--- src/rtl/riscmakers_icache_tag_ctrl.sv ---
`default_nettype none
// ============================================================================
// Module   : riscmakers_icache_tag_ctrl
// Brief    : Instruction-cache tag store access sequencer (invalidation sweep,
//            refill writes, pipelined hit/miss lookups).
// Revision : 1.0 - initial release
// ============================================================================
module riscmakers_icache_tag_ctrl #(
    parameter int TAG_WIDTH     = 20,
    parameter int DATA_WIDTH    = 24,
    parameter int VALID_BIT_POS = 23,
    parameter int NUM_WORDS     = 64
) (
    input  logic                         clk_i,
    input  logic                         rst_ni,
    input  logic                         flush_i,
    output logic                         busy_o,
    input  logic                         req_valid_i,
    output logic                         req_ready_o,
    input  logic [$clog2(NUM_WORDS)-1:0] req_index_i,
    input  logic [TAG_WIDTH-1:0]         req_tag_i,
    output logic                         rsp_valid_o,
    output logic                         rsp_hit_o,
    input  logic                         refill_valid_i,
    output logic                         refill_ready_o,
    input  logic [$clog2(NUM_WORDS)-1:0] refill_index_i,
    input  logic [TAG_WIDTH-1:0]         refill_tag_i,
    output logic                         tag_en_o,
    output logic                         tag_we_o,
    output logic [DATA_WIDTH/8-1:0]      tag_be_o,
    output logic [$clog2(NUM_WORDS)-1:0] tag_addr_o,
    output logic [DATA_WIDTH-1:0]        tag_wdata_o,
    input  logic [DATA_WIDTH-1:0]        tag_rdata_i
);

    localparam int c_IDX_W = $clog2(NUM_WORDS);
    localparam int c_BE_W  = DATA_WIDTH / 8;

    localparam logic [0:0] c_ST_SWEEP = 1'b0;
    localparam logic [0:0] c_ST_IDLE  = 1'b1;

    localparam logic [c_IDX_W-1:0] c_LAST_IDX = c_IDX_W'(NUM_WORDS - 1);

    logic [0:0]           r_state;
    logic [c_IDX_W-1:0]   r_sweep_idx;
    logic                 r_rsp_pending;
    logic [TAG_WIDTH-1:0] r_req_tag;

    logic                  w_sweeping;
    logic                  w_serve;
    logic                  w_lookup_go;
    logic                  w_tag_match;
    logic [DATA_WIDTH-1:0] w_refill_wdata;
    logic                  w_unused_rdata;

    // Everything is gated by rst_ni so the SRAM sees no strobes during reset.
    assign w_sweeping     = rst_ni && (r_state == c_ST_SWEEP);
    assign w_serve        = rst_ni && (r_state == c_ST_IDLE) && !flush_i;
    assign refill_ready_o = w_serve && refill_valid_i;
    assign req_ready_o    = w_serve && !refill_valid_i;
    assign w_lookup_go    = req_ready_o && req_valid_i;
    assign busy_o         = !rst_ni || (r_state == c_ST_SWEEP);

    assign rsp_valid_o    = rst_ni && r_rsp_pending;
    assign w_tag_match    = (tag_rdata_i[TAG_WIDTH-1:0] == r_req_tag);
    assign rsp_hit_o      = rsp_valid_o && tag_rdata_i[VALID_BIT_POS] && w_tag_match;
    assign w_unused_rdata = ^tag_rdata_i;

    always_comb begin
        w_refill_wdata                  = '0;
        w_refill_wdata[TAG_WIDTH-1:0]   = refill_tag_i;
        w_refill_wdata[VALID_BIT_POS]   = 1'b1;
    end

    always_comb begin
        tag_en_o    = 1'b0;
        tag_we_o    = 1'b0;
        tag_be_o    = '0;
        tag_addr_o  = '0;
        tag_wdata_o = '0;
        if (w_sweeping) begin
            tag_en_o   = 1'b1;
            tag_we_o   = 1'b1;
            tag_be_o   = {c_BE_W{1'b1}};
            tag_addr_o = r_sweep_idx;
        end else if (refill_ready_o) begin
            tag_en_o    = 1'b1;
            tag_we_o    = 1'b1;
            tag_be_o    = {c_BE_W{1'b1}};
            tag_addr_o  = refill_index_i;
            tag_wdata_o = w_refill_wdata;
        end else if (w_lookup_go) begin
            tag_en_o   = 1'b1;
            tag_addr_o = req_index_i;
        end
    end

    always_ff @(posedge clk_i) begin
        if (!rst_ni) begin
            r_state       <= c_ST_SWEEP;
            r_sweep_idx   <= '0;
            r_rsp_pending <= 1'b0;
        end else begin
            r_rsp_pending <= w_lookup_go;
            case (r_state)
                c_ST_SWEEP: begin
                    if (r_sweep_idx == c_LAST_IDX) begin
                        r_state     <= c_ST_IDLE;
                        r_sweep_idx <= '0;
                    end else begin
                        r_sweep_idx <= r_sweep_idx + c_IDX_W'(1);
                    end
                end
                c_ST_IDLE: begin
                    if (flush_i) begin
                        r_state <= c_ST_SWEEP;
                    end
                end
                default: r_state <= c_ST_SWEEP;
            endcase
        end
    end

    // Tag is held for the one-cycle compare against the returning read data.
    always_ff @(posedge clk_i) begin
        if (w_lookup_go) begin
            r_req_tag <= req_tag_i;
        end
    end

endmodule
`default_nettype wire

--- config.mk ---
export PLATFORM = sky130hd
export DESIGN_NAME = riscmakers_icache_tag_ctrl
export DESIGN_NICKNAME = d
export VERILOG_FILES = /design/src/rtl/riscmakers_icache_tag_ctrl.sv
export SDC_FILE = /design/constraint.sdc
export NUM_CORES = 1
export LEC_CHECK = 0
export ABC_AREA = 1
export BUFFER_PORTS_ARGS = -buffer_cell sky130_fd_sc_hd__buf_2
export CAP_MARGIN = 15
export CORE_MARGIN = 3
export CORE_UTILIZATION = 44
export DETAILED_ROUTE_END_ITERATION = 8
export GPL_ROUTABILITY_DRIVEN = 0
export PLACE_DENSITY = 0.86
export RECOVER_POWER = 25
export SKIP_CTS_REPAIR_TIMING = 1
export SLEW_MARGIN = 20
export SYNTH_ARGS = -nofsm -noshare
export SYNTH_HDL_FRONTEND = slang
export SYNTH_SLANG_ARGS = --single-unit
--- constraint.sdc ---
create_clock -name clk_i -period 4.1 [get_ports clk_i]
set_input_delay 0.82 -clock clk_i [delete_from_list [all_inputs] [get_ports clk_i]]
set_output_delay 0.82 -clock clk_i [all_outputs]
set_load 0.02 [all_outputs]
==> out/metrics.yaml, run 1 <==
min_period_ns: 2.90
synth_top_area_share_pct: 35.7
yosysTopAreaCell: "edfxtp_1"
maxCapViolations: 0
r2r_slack_ns: 2.65
layoutNonFillerInstCount: 395
num_vias: 1722
die_w_um: 67.8
leakagePower_nw: 1.39
clkTransAtPathRegs_ns: 0.09
dp_slack_ns: 1.30
critPathMaxStageDelay_ns: 0.25
synth-seq-cells: 28
clockBufferDepth: 2
finClkSkew_ns: 0.00115
end_kind: "primary output"
crit_required_ns: 3.28
critPathLaunch: "rst_ni"
fin_nets: 432
grt_max_degree: 27
outcome: "complete, no violations"
dpl.hpwl_um: 3280
setup_viol: 0
postRouteAntennaNets: 0
ys_types: 23
wl_per_cell_um: 9.92
initial_core_util_pct: 48.1
setup_total_negative_slack_ns: 0
grt_pass1_wl_um: 6000
final-hold-violation-count: 0
drc_errors: 0
ctsRootBufferMaster: "clkbuf_8"
drtIter0Drc: 28
syn_inst: 237
min_path_type: "reg -> reg"
power_per_cell_area_nw_per_um2: 231
worstRegToRegCells: 6
cts_sinks: 28
antenna_found_initial: 0
criticalPathCategory: "in -> out"
area_growth_pct: 37.1
grt_use_total_pct: 17.0
cts-htree-levels: 1
cpMostUsedCell: "nor2_4"
place_inst: 391
rsz0062_at_grt: "false"
final_common_cell: "buf_2"
first_global_vias: 1561
numCtsBuffers: 3
crit_family: "buffers and inverters"
row_count: 21
critical_path.reg2reg.endpoint: "r_req_tag[11]"
crit_cells: 10
max-vdd-ir-drop_mv: 0.132
synth_top_cells_by_area: "edfxtp_1 (36%), nand2_1 (15%), inv_1 (12%)"
syn-cell-area_um2: 1680
fmax_mhz: 345
vias_per_cell: 4.36
path_cells: "clkbuf_1 > nand2_2 > nor2_4 > inv_2 > nor2_4 > nand2_4 > inv_4 > nand2_1 > nand3_1 > buf_2"
clk_latency_ns: 0.26
fp.dieH_um: 67.8
startpoint_type: "input pin"
core_area_um2: 3490
cp-endpoint: "tag_addr_o[4]"
io_pins: 121
cp_max_fo: 26
drive_gt1_share_pct: 35.8
r2r-start: "r_state"
n_antenna_cell: 0
timing.hold.ws_ns: 0.498
arrival_ns: 2.08
cp_slowest_cell: "inv_4"
synth_area_per_cell_um2: 7.10
seq_area_frac_synth_pct: 45.2
routed_wl_um: 3920
cts_tree: "built"
post-route-period-util_pct: 70.6
dr.pass1.iters: 4
io_buffers: 114
final_cell_mix: "buf_2 (113), nand2_1 (65), inv_1 (53)"
dieArea_um2: 4600
critical_path_buf_inv_count: 4
yosys_warnings: 0
slew_viol_final: 0
fin_ws_ns: 1.20
globalRouteOverflowTotal: 0
[where the power goes]
group          switching (mW)  total, mW  internal, mW
clock                  0.0802      0.150        0.0695
combinational          0.0371     0.0757        0.0386
sequential            0.00268      0.307         0.305
[kinds of logic after synthesis]
logic type                 Yosys count  synth area share [%]
other                                1                 0.223
and+or+nand+nor                    129                  31.9
DFF                                 28                  45.2
AOI/OAI and AO/OA                    6                  1.79
xor gates and xnor gates             8                  4.17
adders and majority gates            1                 0.744
buffers and inverters               64                  15.9
[final cells by class]
cell class / count / area [µm²]
clock buffer: 4 / 45.0
timing repair buffer: 114 / 569
inverter: 56 / 213
fill: 328 / 1190
multi-input combinational: 147 / 661
tap: 46 / 57.6
sequential: 28 / 761
[synthesized netlist by cell type, drive strengths merged]
cell type  number
nand3          13
nor3            1
dfxtp           8
inv            56
buf             8
ha              1
xor2            7
o21ai           4
nand4           1
conb            1
edfxtp         20
nand2          68
xnor2           1
nor2           45
a21oi           2
and3            1
[metrics by stage]
stage	power (mW)	instance area, µm²	utilization (%)
6_report	0.533	2310	66.0
5_1_grt	0.565	2310	66.0
4_1_cts	0.539	2310	66.0
3_5_place_dp	0.390	2260	64.7
3_3_place_gp	0.387	2260	64.7
2_1_floorplan	0.348	1690	-
[flip-flops by register name (all words and copies together), names as in the netlist]
register,flops
r_sweep_idx,6
r_req_tag,20
r_state,1
r_rsp_pending,1
[worst reg2reg max path: stages, from the launching register on]
cell	delay (ns)
dfxtp_1	0.43
nand2_2	0.11
nor2_4	0.11
inv_2	0.06
nor2_4	0.10
nand2_4	0.07
inv_4	0.25
[metal layers]
metal  global-route usage [%]  wire length [µm]
met5                        0                 0
met4                     5.46                21
met3                     4.11               420
met2                     32.4              2010
met1                     18.0              1470
[worst min-delay path by stage]
stage	startpoint	end	slack, ns	cells after the start
after floorplan	r_sweep_idx[5]	r_sweep_idx[5]	0.45	2
after global placement	r_sweep_idx[5]	r_sweep_idx[5]	0.47	2
after detailed placement	r_sweep_idx[5]	r_sweep_idx[5]	0.48	2
after CTS	r_sweep_idx[5]	r_sweep_idx[5]	0.50	2
after global routing	r_sweep_idx[5]	r_sweep_idx[5]	0.53	2
final	r_sweep_idx[5]	r_sweep_idx[5]	0.50	2
Note: power is estimated with default switching activity, not from simulation.
==> inputs of run 2 (changes only) <==
--- a/config.mk
+++ b/config.mk
@@ -5,14 +5,14 @@
 export SDC_FILE = /design/constraint.sdc
 export NUM_CORES = 1
 export LEC_CHECK = 0
-export ABC_AREA = 1
+export ABC_AREA = 0
 export BUFFER_PORTS_ARGS = -buffer_cell sky130_fd_sc_hd__buf_2
 export CAP_MARGIN = 15
 export CORE_MARGIN = 3
-export CORE_UTILIZATION = 44
+export CORE_UTILIZATION = 40
 export DETAILED_ROUTE_END_ITERATION = 8
 export GPL_ROUTABILITY_DRIVEN = 0
-export PLACE_DENSITY = 0.86
+export PLACE_DENSITY = 0.81
 export RECOVER_POWER = 25
 export SKIP_CTS_REPAIR_TIMING = 1
 export SLEW_MARGIN = 20
==> constraint.sdc (replaced) <==
create_clock -name clk_i -period 2.8 [get_ports clk_i]
set_input_delay 0.56 -clock clk_i [delete_from_list [all_inputs] [get_ports clk_i]]
set_output_delay 0.56 -clock clk_i [all_outputs]
set_load 0.02 [all_outputs]
==> out/metrics.yaml, run 2 <==
seqPwrFrac_pct: 58.0  # was 57.7%
synth_xor_xnor_area_share_pct: 12.3  # was 4.17%
synth_common_cells: "and2_1 (24), edfxtp_1 (20), xnor2_1 (13)"  # was nand2_1 (65), inv_1 (53), nor2_1 (42)
arrival_ns: 2.02  # was 2.08 ns
ys.flop_type: "edfxtp_1"  # unchanged
synth_top_family_by_area: "simple AND/OR/NAND/NOR gates"  # unchanged
final-hold-violation-count: 0  # unchanged
numCtsBuffers: 3  # unchanged
synth_most_common_cell: "and2_1"  # was nand2_1
rsz0062_at_grt: "false"  # unchanged
finClkSkew_ns: 0.00164  # was 0.00115 ns
setup_viol: 0  # unchanged
synth-seq-cells: 28  # unchanged
pwr-share-comb_pct: 15.9  # was 14.2%
antenna_found_initial: 0  # unchanged
dpl.hpwl_um: 3270  # was 3280 µm
startpoint_type: "register"  # was input pin
async_flop_share_pct: 0  # unchanged
worstRegToRegCells: 3  # was 6
largest_reg_flops: 20  # unchanged
cts_sinks: 28  # unchanged
p_int_uw: 608  # was 413 µW
yosysTopAreaCell: "edfxtp_1"  # unchanged
drc_errors: 0  # unchanged
core_area_um2: 3720  # was 3490 µm²
clockBufferDepth: 2  # unchanged
leakagePower_nw: 1.04  # was 1.39 nW
final_cell_mix: "buf_2 (114), and2_1 (24), edfxtp_1 (20)"  # was buf_2 (113), nand2_1 (65), inv_1 (53)
clk_latency_ns: 0.26  # about the same
critical_path.reg2reg.endpoint: "r_req_tag[12]"  # was r_req_tag[11]
drtIter0Drc: 23  # was 28
globalRouteOverflowTotal: 0  # unchanged
postRouteAntennaNets: 0  # unchanged
dr.pass1.iters: 4  # unchanged
clkTransAtPathRegs_ns: 0.08  # was 0.09 ns
slew_viol_final: 0  # unchanged
setup_total_negative_slack_ns: 0  # unchanged
grt_pass1_wl_um: 5660  # was 6000 µm
r2r-start: "r_state"  # unchanged
synthSimpleGateAreaFrac_pct: 24.0  # was 31.9%
seq_area_frac_synth_pct: 48.6  # was 45.2%
cts-htree-levels: 1  # unchanged
io_pins: 121  # unchanged
cp-endpoint: "tag_addr_o[0]"  # was tag_addr_o[4]
fin_nets: 339  # was 432
min_path_type: "in -> reg"  # was reg -> reg
end_kind: "primary output"  # unchanged
synth_top_cells_by_area: "edfxtp_1 (38%), dfxtp_1 (10%), and2_1 (9.6%)"  # was edfxtp_1 (36%), nand2_1 (15%), inv_1 (12%)
timing.hold.ws_ns: 0.468  # was 0.498 ns
yosys_warnings: 0  # unchanged
largest-register: "r_req_tag"  # unchanged
synth_compound_area_share_pct: 7.27  # was 1.79%
reg_top3: "r_req_tag: 20 flops, r_sweep_idx: 6 flops"  # unchanged
crit_required_ns: 2.24  # was 3.28 ns
post-route-period-util_pct: 92.0
n_antenna_cell: 0  # unchanged
wl_per_cell_um: 12.5  # was 9.92 µm
power_frac_clock_pct: 26.2  # was 28.1%
grt_use_total_pct: 16.1  # was 17.0%
max-vdd-ir-drop_mv: 0.162  # was 0.132 mV
io_buffers: 114  # unchanged
vias_per_cell: 4.66  # was 4.36
final_common_cell: "buf_2"  # unchanged
first_global_vias: 1433  # was 1561
drive_gt1_share_pct: 51.8  # was 35.8%
synth.area.mux_share_pct: 1.28  # was 0%
synth-edff-count: 20  # unchanged
grt_max_degree: 21  # was 27
p_sw_share_pct: 22.0  # was 22.5%
synthAdderAreaFrac_pct: 0.799  # was 0.744%
cp_max_fo: 9  # was 26
cts_tree: "built"  # unchanged
min-delay-start: "req_tag_i[6]"  # was r_sweep_idx[5]
critPathLaunch: "r_state"  # was rst_ni
criticalPathCategory: "reg -> out"  # was in -> out
maxCapViolations: 0  # unchanged
die_w_um: 68.6  # was 67.8 µm
syn-cell-area_um2: 1570  # was 1680 µm²
num_vias: 1413  # was 1722
row_count: 22  # was 21
min_period_ns: 2.58
routed_wl_um: 3770  # was 3920 µm
ctsRootBufferMaster: "clkbuf_8"  # unchanged
outcome: "complete, no violations"  # unchanged
initial_core_util_pct: 42.2  # was 48.1%
dieArea_um2: 4700  # was 4600 µm²
area_growth_pct: 42.2  # was 37.1%
power_per_cell_area_nw_per_um2: 350  # was 231 nW/µm²
synth_area_per_cell_um2: 11.0  # was 7.10 µm²
r2r_slack_ns: 0.88  # was 2.65 ns
syn_inst: 143  # was 237
synth_top_area_share_pct: 38.3  # was 35.7%
ys_types: 33  # was 23
fp.dieH_um: 68.6  # was 67.8 µm
fmax_mhz: 388
netSwitchingPower_uw: 172  # was 120 µW
[run 2: power groups by stage]
stage | combinational, mW | clock [mW] | sequential (mW)
2_1_floorplan | 0.0628 | 0 | 0.460
3_3_place_gp | 0.121 | 0 | 0.462
3_5_place_dp | 0.125 | 0 | 0.462
4_1_cts | 0.125 | 0.213 | 0.452
5_1_grt | 0.139 | 0.231 | 0.454
6_report | 0.124 | 0.204 | 0.452
[run 2: worst max-delay path, cell delays in order (launching register included)]
cell and delay, ns:
dfxtp_1 0.60, nand2_8 0.11, nor4b_4 0.53, a22oi_1 0.15, a21oi_2 0.17, buf_2 0.18
[run 2: metrics by stage]
stage | area [µm²] | power, mW | worst slack [ns] | instances | util [%]
CTS | 2230 | 0.791 | 0.213 | 303 | 59.9
finish | 2230 | 0.780 | 0.224 | 303 | 59.9
detailed placement | 2190 | 0.587 | 0.413 | 300 | 58.8
floorplan | 1610 | 0.523 | 0.0127 | 145 | -
global placement | 2190 | 0.582 | 0.426 | 300 | 58.8
global route | 2230 | 0.823 | 0.0424 | 303 | 59.9
[run 2: worst min path at each step]
| stage | to | slack [ns] | cells after the start |
|---|---|---|---|
| after floorplan | r_sweep_idx[5] | 0.48 | 2 |
| after global placement | r_sweep_idx[5] | 0.50 | 2 |
| after detailed placement | r_sweep_idx[3] | 0.50 | 2 |
| after CTS | r_req_tag[19] | 0.46 | 1 |
| after global routing | r_req_tag[10] | 0.45 | 1 |
| final | r_req_tag[6] | 0.47 | 1 |
[run 2: cell type report]
class	instances	area, µm²
Sequential cell	28	761
Fill cell	319	1490
Clock buffer	3	41.3
Timing Repair Buffer	119	608
Tap cell	48	60.1
Multi-Input combinational cell	105	757
[run 2: cell families (layout without fill, tap and decap cells)]
group                      after synthesis  count (layout)
and+or+nand+nor                         59              59
DFF                                     28              28
xor gates and xnor gates                22              22
AOI/OAI and AO/OA                       18              18
buffers and inverters                   12             122
muxes                                    2               2
adders and majority gates                1               1
other                                    1               3
[run 2: per-layer routing]
layer	part of all wire [%]	global-route usage [%]	up-vias
li1	-	-	717
met1	34	14.5	599
met2	50	32.2	89
met3	13	4.70	8
met4	2.5	7.44	0
met5	0	0	-
==> inputs of run 3 (changes only) <==
--- a/config.mk
+++ b/config.mk
@@ -14,6 +14,7 @@
 export GPL_ROUTABILITY_DRIVEN = 0
 export PLACE_DENSITY = 0.81
 export RECOVER_POWER = 25
+export REMOVE_ABC_BUFFERS = 1
 export SKIP_CTS_REPAIR_TIMING = 1
 export SLEW_MARGIN = 20
 export SYNTH_ARGS = -nofsm -noshare
==> constraint.sdc (replaced) <==
create_clock -name clk_i -period 2.8 [get_ports clk_i]
set_input_delay 0 -clock clk_i [delete_from_list [all_inputs] [get_ports clk_i]]
set_output_delay 0 -clock clk_i [all_outputs]
set_load 0.02 [all_outputs]
==> out/metrics.yaml, run 3 (same netlist as run 2, synthesis figures left out) <==
slew_viol_final: 0  # unchanged
fp.dieH_um: 68.6  # unchanged
grt_max_degree: 29  # was 21
largest_reg_flops: 20  # unchanged
n_antenna_cell: 0  # unchanged
final-hold-violation-count: 0  # unchanged
dieArea_um2: 4700  # unchanged
finClkSkew_ns: 0.00681  # was 0.00164 ns
fin_nets: 356  # was 339
critPathLaunch: "r_state"  # unchanged
crit_required_ns: 2.80  # was 2.24 ns
first_global_vias: 1213  # was 1433
reg_top3: "r_req_tag: 20 flops, r_sweep_idx: 6 flops"  # unchanged
postRouteAntennaNets: 0  # unchanged
p_int_uw: 626  # was 608 µW
area_growth_pct: 51.8  # was 42.2%
utilization_pct: 64.0  # was 59.9%
crit_family: "simple AND/OR/NAND/NOR gates"  # unchanged
outcome: "complete, no violations"  # unchanged
worst_pin_slew_ns: 0.806
vias_per_cell: 4.67  # was 4.66
ctsRootBufferMaster: "clkbuf_8"  # unchanged
critical_path_buf_inv_count: 1  # unchanged
place_inst: 296  # was 300
power_frac_clock_pct: 25.8  # was 26.2%
seqPwrFrac_pct: 56.3  # was 58.0%
p_sw_share_pct: 22.1  # was 22.0%
numCtsBuffers: 3  # unchanged
cts_tree: "built"  # unchanged
drc_errors: 0  # unchanged
seqCellArea_um2: 761  # unchanged
dr.pass1.iters: 4  # unchanged
layoutNonFillerInstCount: 321  # was 303
clk_latency_ns: 0.27  # was 0.26 ns
path_cells: "nand2_4 > nor3b_4 > a22oi_1 > a21oi_1 > buf_2"  # was nand2_8 > nor4b_4 > a22oi_1 > a21oi_2 > buf_2
final_common_cell: "buf_2"  # unchanged
rsz0062_at_grt: "false"  # unchanged
finalPower_uw: 803  # was 780 µW
pwr-share-comb_pct: 17.8  # was 15.9%
netSwitchingPower_uw: 177  # was 172 µW
routed_wl_um: 4080  # was 3770 µm
setup_total_negative_slack_ns: 0  # unchanged
multi_input_area_um2: 726  # was 757 µm²
slew_headroom_pct: 46.2
startpoint_type: "register"  # unchanged
globalRouteOverflowTotal: 0  # unchanged
grt_pass1_wl_um: 4740  # was 5660 µm
critPathMaxStageDelay_ns: 0.69  # was 0.60 ns
cp_slowest_cell: "nor3b_4"  # was dfxtp_1
io_pins: 121  # unchanged
setup_viol: 0  # unchanged
max-vdd-ir-drop_mv: 0.196  # was 0.162 mV
die_w_um: 68.6  # unchanged
initial_core_util_pct: 42.2  # unchanged
min_path_type: "in -> reg"  # unchanged
min-delay-start: "req_valid_i"  # was req_tag_i[6]
cp_max_fo: 28  # was 9
fillers: 315  # was 319
post-route-period-util_pct: 78.3  # was 92.0%
cts_sinks: 28  # unchanged
fmax_mhz: 456  # was 388 MHz
min_period_ns: 2.19  # was 2.58 ns
cts-htree-levels: 1  # unchanged
wl_per_cell_um: 12.7  # was 12.5 µm
core_area_um2: 3720  # unchanged
arrival_ns: 2.19  # was 2.02 ns
drtIter0Drc: 31  # was 23
criticalPathCategory: "reg -> out"  # unchanged
leakagePower_nw: 1.11  # was 1.04 nW
io_buffers: 114  # unchanged
power_per_cell_area_nw_per_um2: 338  # was 350 nW/µm²
maxCapViolations: 0  # unchanged
end_kind: "primary output"  # unchanged
largest-register: "r_req_tag"  # unchanged
grt_use_total_pct: 13.8  # was 16.1%
r2r-start: "r_state"  # unchanged
antenna_found_initial: 0  # unchanged
num_vias: 1500  # was 1413
timing.hold.ws_ns: 0.0197  # was 0.468 ns
drive_gt1_share_pct: 44.3  # was 51.8%
row_count: 22  # unchanged
clkTransAtPathRegs_ns: 0.09  # was 0.08 ns
clockBufferDepth: 2  # unchanged
final_cell_mix: "buf_2 (113), and2_1 (24), dlygate4sd3_1 (21)"  # was buf_2 (114), and2_1 (24), edfxtp_1 (20)
==> run 3: changes by cell type in the layout (fill, tap and decap cells not counted), sizes merged <==
cell,delta
buf,-5
clkbuf,+1
clkinv,+1
dlygate4sd3,+21
==> run 3: cell type report <==
| cell class | instances | share of cell area, % |
|---|---|---|
| clock inverters | 1 | 0.158 |
| repair buffers | 136 | 33.1 |
| clock buffers | 3 | 1.74 |
| flip-flops and latches | 28 | 32.0 |
| multi-input cells | 105 | 30.5 |
| well taps | 48 | 2.52 |
==> run 3: worst reg2reg max path: cells and delay by family (launching register included) <==
family	cells	cell delay [ns]
and+or+nand+nor	2	0.35
DFF	1	0.53
buffers and inverters	1	0.33
==> run 3: worst paths after layout <==
path	endpoint	slack [ns]	depth (start not counted)
min	r_rsp_pending	0.02	2
max reg2reg	r_req_tag[0]	1.25	3
max	tag_addr_o[5]	0.61	5
min reg2reg	r_sweep_idx[3]	0.52	2
==> run 3: power groups by stage <==
stage          combinational (mW)  clock, mW  sequential (mW)
2_1_floorplan              0.0471          0            0.460
3_3_place_gp                0.114          0            0.462
3_5_place_dp                0.118          0            0.462
4_1_cts                     0.119      0.213            0.452
5_1_grt                     0.157      0.236            0.453
6_report                    0.143      0.208            0.452
==> run 3: routing by layer <==
metal	up-vias	global-route usage, %	routed length, µm
met2	85	26.5	2120
met3	5	3.40	364
met4	0	6.70	55
met1	660	13.5	1530
li1	750	-	-
met5	-	0	0
==> run 3: metrics by stage <==
stage / instance area [µm²] / worst slack [ns]
floorplan: 1490 / 0.491
global placement: 2120 / 0.931
detailed placement: 2120 / 0.894
CTS: 2170 / 0.588
global route: 2380 / 0.321
finish: 2380 / 0.608
